--- config.mk ---
export PLATFORM = sky130hd
export DESIGN_NAME = conv_stream_feeder
export DESIGN_NICKNAME = d
export VERILOG_FILES = /design/src/rtl/conv_stream_feeder.sv
export SDC_FILE = /design/constraint.sdc
export NUM_CORES = 1
export LEC_CHECK = 0
export ABC_AREA = 1
export CORE_MARGIN = 3
export CORE_UTILIZATION = 44
export CTS_CLUSTER_SIZE = 8
export DETAILED_ROUTE_END_ITERATION = 10
export PLACE_DENSITY_LB_ADDON = 0.05
export REMOVE_ABC_BUFFERS = 1
export SYNTH_ARGS = -nofsm -noshare
export SYNTH_HDL_FRONTEND = slang
export SYNTH_SLANG_ARGS = --single-unit
--- constraint.sdc ---
create_clock -name clk -period 4.9 [get_ports clk]
set_clock_uncertainty 0.15 [all_clocks]
set_input_delay 0.735 -clock clk [delete_from_list [all_inputs] [get_ports clk]]
set_output_delay 0.735 -clock clk [all_outputs]
set_load 0.01 [all_outputs]
--- src/rtl/conv_stream_feeder.sv ---
// Host-loaded x/f vector buffers streamed out over two independent valid/ready
// master channels. Used as the stimulus source in front of conv_128_32.
module conv_stream_feeder #(
  parameter int WIDTH = 8,
  parameter int NX    = 128,
  parameter int LOGX  = 7,
  parameter int NF    = 32,
  parameter int LOGF  = 5
) (
  input  logic             clk,
  input  logic             reset,
  input  logic             wr_en,
  input  logic             wr_sel,
  input  logic [LOGX-1:0]  wr_addr,
  input  logic [WIDTH-1:0] wr_data,
  input  logic             start,
  output logic             busy,
  output logic             done,
  output logic [WIDTH-1:0] m_data_out_x,
  output logic             m_valid_x,
  input  logic             m_ready_x,
  output logic [WIDTH-1:0] m_data_out_f,
  output logic             m_valid_f,
  input  logic             m_ready_f
);

  typedef enum logic [1:0] {
    ST_IDLE,
    ST_SEND,
    ST_FIN
  } state_e;

  localparam logic [LOGX-1:0] LAST_X = LOGX'(NX - 1);
  localparam logic [LOGF-1:0] LAST_F = LOGF'(NF - 1);
  localparam logic [LOGX:0]   NF_LIM = (LOGX + 1)'(NF);

  logic [WIDTH-1:0] mem_x [NX];
  logic [WIDTH-1:0] mem_f [NF];

  state_e          state_q,   state_d;
  logic [LOGX-1:0] cnt_x_q,   cnt_x_d;
  logic [LOGF-1:0] cnt_f_q,   cnt_f_d;
  logic            valid_x_q, valid_x_d;
  logic            valid_f_q, valid_f_d;
  logic            busy_q,    busy_d;
  logic            done_q,    done_d;

  logic wr_x, wr_f;

  // Buffers accept host writes only while no transmission is running.
  always_comb begin
    wr_x = wr_en && !busy_q && !wr_sel;
    wr_f = wr_en && !busy_q && wr_sel && ({1'b0, wr_addr} < NF_LIM);
  end

  always_ff @(posedge clk) begin
    if (wr_x) mem_x[wr_addr] <= wr_data;
    if (wr_f) mem_f[wr_addr[LOGF-1:0]] <= wr_data;
  end

  always_comb begin
    state_d   = state_q;
    cnt_x_d   = cnt_x_q;
    cnt_f_d   = cnt_f_q;
    valid_x_d = valid_x_q;
    valid_f_d = valid_f_q;
    busy_d    = busy_q;
    done_d    = 1'b0;
    unique case (state_q)
      ST_IDLE: begin
        if (start) begin
          state_d   = ST_SEND;
          busy_d    = 1'b1;
          valid_x_d = 1'b1;
          valid_f_d = 1'b1;
          cnt_x_d   = '0;
          cnt_f_d   = '0;
        end
      end
      ST_SEND: begin
        // Counters park on the last index instead of wrapping; valid is what ends the channel.
        if (valid_x_q && m_ready_x) begin
          if (cnt_x_q == LAST_X) valid_x_d = 1'b0;
          else                   cnt_x_d   = cnt_x_q + 1'b1;
        end
        if (valid_f_q && m_ready_f) begin
          if (cnt_f_q == LAST_F) valid_f_d = 1'b0;
          else                   cnt_f_d   = cnt_f_q + 1'b1;
        end
        if (!valid_x_d && !valid_f_d) begin
          state_d = ST_FIN;
          busy_d  = 1'b0;
          done_d  = 1'b1;
        end
      end
      ST_FIN: begin
        state_d = ST_IDLE;
      end
      default: begin
        state_d = ST_IDLE;
      end
    endcase
  end

  always_ff @(posedge clk) begin
    if (reset) begin
      state_q   <= ST_IDLE;
      cnt_x_q   <= '0;
      cnt_f_q   <= '0;
      valid_x_q <= 1'b0;
      valid_f_q <= 1'b0;
      busy_q    <= 1'b0;
      done_q    <= 1'b0;
    end else begin
      state_q   <= state_d;
      cnt_x_q   <= cnt_x_d;
      cnt_f_q   <= cnt_f_d;
      valid_x_q <= valid_x_d;
      valid_f_q <= valid_f_d;
      busy_q    <= busy_d;
      done_q    <= done_d;
    end
  end

  always_comb begin
    busy         = busy_q;
    done         = done_q;
    m_valid_x    = valid_x_q;
    m_valid_f    = valid_f_q;
    m_data_out_x = mem_x[cnt_x_q];
    m_data_out_f = mem_f[cnt_f_q];
  end

endmodule

==> results_dict.tcl <==
set metrics [dict create \
    cts_sinks 1310 \
    grt_use_met2 0.367 \
    fin_cells 6187 \
    synth-edff-count 1280 \
    synth_top_area_frac 0.723 \
    hold_ws_ns 0.321 \
    period_minus_slack_ns 4.75 \
    ios 42 \
    core-area_um2 119000 \
    grt_pass1_vias 33100 \
    grt-ovfl-total 0 \
    htreeDepth 4 \
    detail-route-antenna-nets 0 \
    cp_cell_sequence "buf_12, nand2_1, nand3_1, nand3_1, nand3_1, nand2_1, nand2_1, nand3_1, nand2_1, nand2_1, nand2_1, clkdlybuf4s50_1" \
    start_util 0.447 \
    syn-cell-area_um2 53100 \
    netlist_instances 4446 \
    gp_congestion 0.802 \
    final_nets 4558 \
    hold_buffers 0 \
    cts_resized 0 \
    cts.root.buffer_cell "clkbuf_16" \
    synth-main-ff-cell "edfxtp_1" \
    grt_setup_unrepaired "no" \
    cts_buffers 181 \
    critPathMaxFanout 142 \
    grt_pass1_wl_um 221000 \
    routedWlPerCell_um 24.0 \
    yosys-top-cells-area "edfxtp_1 (72%), nand3_1 (9.0%), nand2_1 (9.0%)" \
    netlist.top_cell.by_area "edfxtp_1" \
    die_w_um 354 \
    yosysSeqAreaShare 0.735 \
    fin_crit_sh 0.969 \
    worst_pin_slew_ns 1.08 \
    firstDrtPassIters 6 \
    dp_hpwl_um 81200 \
    clk_pin_slew_worst_paths_ns 0.05 \
    synth.most_common_cell "edfxtp_1" \
    rows 126 \
    grt.busiest_layer "met2" \
    slew_viol_final 0 \
    holdCritPathClass "primary input to flop" \
    clock_latency_ns 0.78 \
    viasPerCell 5.52 \
    critPathBufInv 2 \
    grt_usage 0.236 \
    powerDensity_nw_per_um2 421 \
    met1_usage 0.346 \
    die-area_um2 125000 \
    post_dp_cell_area_um2 55400 \
    slew_headroom 0.276 \
    post-cts-setup-buffers 0 \
    crit_type "flop to output port" \
    clock_path_buffers 3 \
    finalSetupViolCount 0 \
    max_freq_ghz 0.211 \
    cp.arrival_ns 3.86 \
    area_growth_pct 13.5 \
    stdcell_area_um2 60300 \
    critPathTopFamily "simple AND/OR/NAND/NOR gates" \
    ys_types 32 \
    grt_max_degree 152 \
    synth_seq_cells 1310 \
    status "completed" \
    peakVddDrop_v 0.000351 \
    ys_top_cells_by_count "edfxtp_1 (1280), nand2_1 (1276), nand3_1 (958)" \
    path_common_cell "nand2_1" \
    die_h_um 354 \
    hold_viol 0 \
    vias 34100 \
    yosys_warnings 0 \
    routed_wl_um 149000 \
    numPortBuffers 41 \
    required_ns 4.01 \
    crit_path_start_kind "flop" \
    drt_iter0_drc 3152 \
    leakagePower_uw 0.0209 \
    cp_slowest_stage_delay_ns 0.55 \
    cts_tree "yes" \
    cp-end-kind "output port" \
    dpl.cell_count 5950 \
    drcViolationCount 0 \
    cp_slowest_cell "clkdlybuf4s50_1" \
    power_uw 25400 \
    grt_antenna_before_repair 4 \
    drive_above_1_share 0.0792 \
    met3_usage 0.0347 \
    async_flop_share 0 \
    cap_violations 0 \
    syn_avg_cell_area_um2 12.0 \
]
per-layer routing:
layer	vias up	routed length [um]
li1	15900	-
met1	16900	67700
met2	1061	69000
met3	228	8460
met4	4	3390
met5	-	28
layout by cell type, fill, tap and decap left out, drive strengths merged:
cell,count
or2,1
nor2,325
o21a,1
o211a,1
edfxtp,1280
clkbuf,222
a22oi,2
ha,3
inv,50
xnor2,1
buf,153
nand3,958
diode,4
o221ai,43
dfxtp,30
a21oi,8
xor2,2
and3,1
clkinv,4
o22ai,22
clkdlybuf4s50,33
nand2,1277
o21ai,155
a31oi,2
nand4,3
nor3,5
nor3b,1
cell families (layout without fill, tap and decap cells):
group / Yosys count / in the layout / share of synthesized area
buffers and inverters: 325 / 462 / 0.0335
other: 0 / 4 / 0
DFF: 1310 / 1310 / 0.735
and+or+nand+nor: 2571 / 2571 / 0.205
xor gates and xnor gates: 3 / 3 / 0.000495
AOI/OAI and AO/OA: 234 / 234 / 0.0259
adders and majority gates: 3 / 3 / 0.000707
area by class of cell:
cell class / instances / area [um^2]
fill: 10500 / 58600
sequential: 1310 / 39100
multi-input combinational: 2811 / 12300
clock buffer: 222 / 4770
tap: 1600 / 2000
timing repair buffer: 186 / 1820
inverter: 43 / 189
clock inverter: 11 / 120
antenna: 4 / 10.0
power breakdown:
part	total, uW	internal, uW	leakage, uW	switching, uW
logic	1850	483	0.00675	1370
clock network	11200	6700	0.00238	4490
registers	12400	12300	0.0117	20.7
flip-flops by register name (all words and copies together) (netlist names), named ones only:
name       cells
cnt_f_q        5
mem_x       1024
state_q        2
cnt_x_q        7
busy           1
mem_f        256
m_valid_f      1
m_valid_x      1
done           1
worst paths after layout:
kind / start / slack (ns) / end / cells past startpoint
worst max-delay path: flop / 0.15 / m_data_out_x[2] / 12
worst min register to register: cnt_f_q[0] / 0.35 / flop / 2
worst max register to register: busy / 2.12 / mem_x[9][0] / 5
worst min-delay path: wr_data[2] / 0.32 / mem_x[48][2] / 1
stage by stage:
step           worst slack [ns]  setup TNS [ns]   util
6_report                  0.153               0  0.507
5_1_grt                 0.00364               0  0.507
4_1_cts                   0.157               0  0.507
3_5_place_dp              0.791               0  0.466
3_3_place_gp              0.937               0  0.466
2_1_floorplan            -11.56          -93.74      -
No activity file was read; power rests on OpenSTA's default activity.
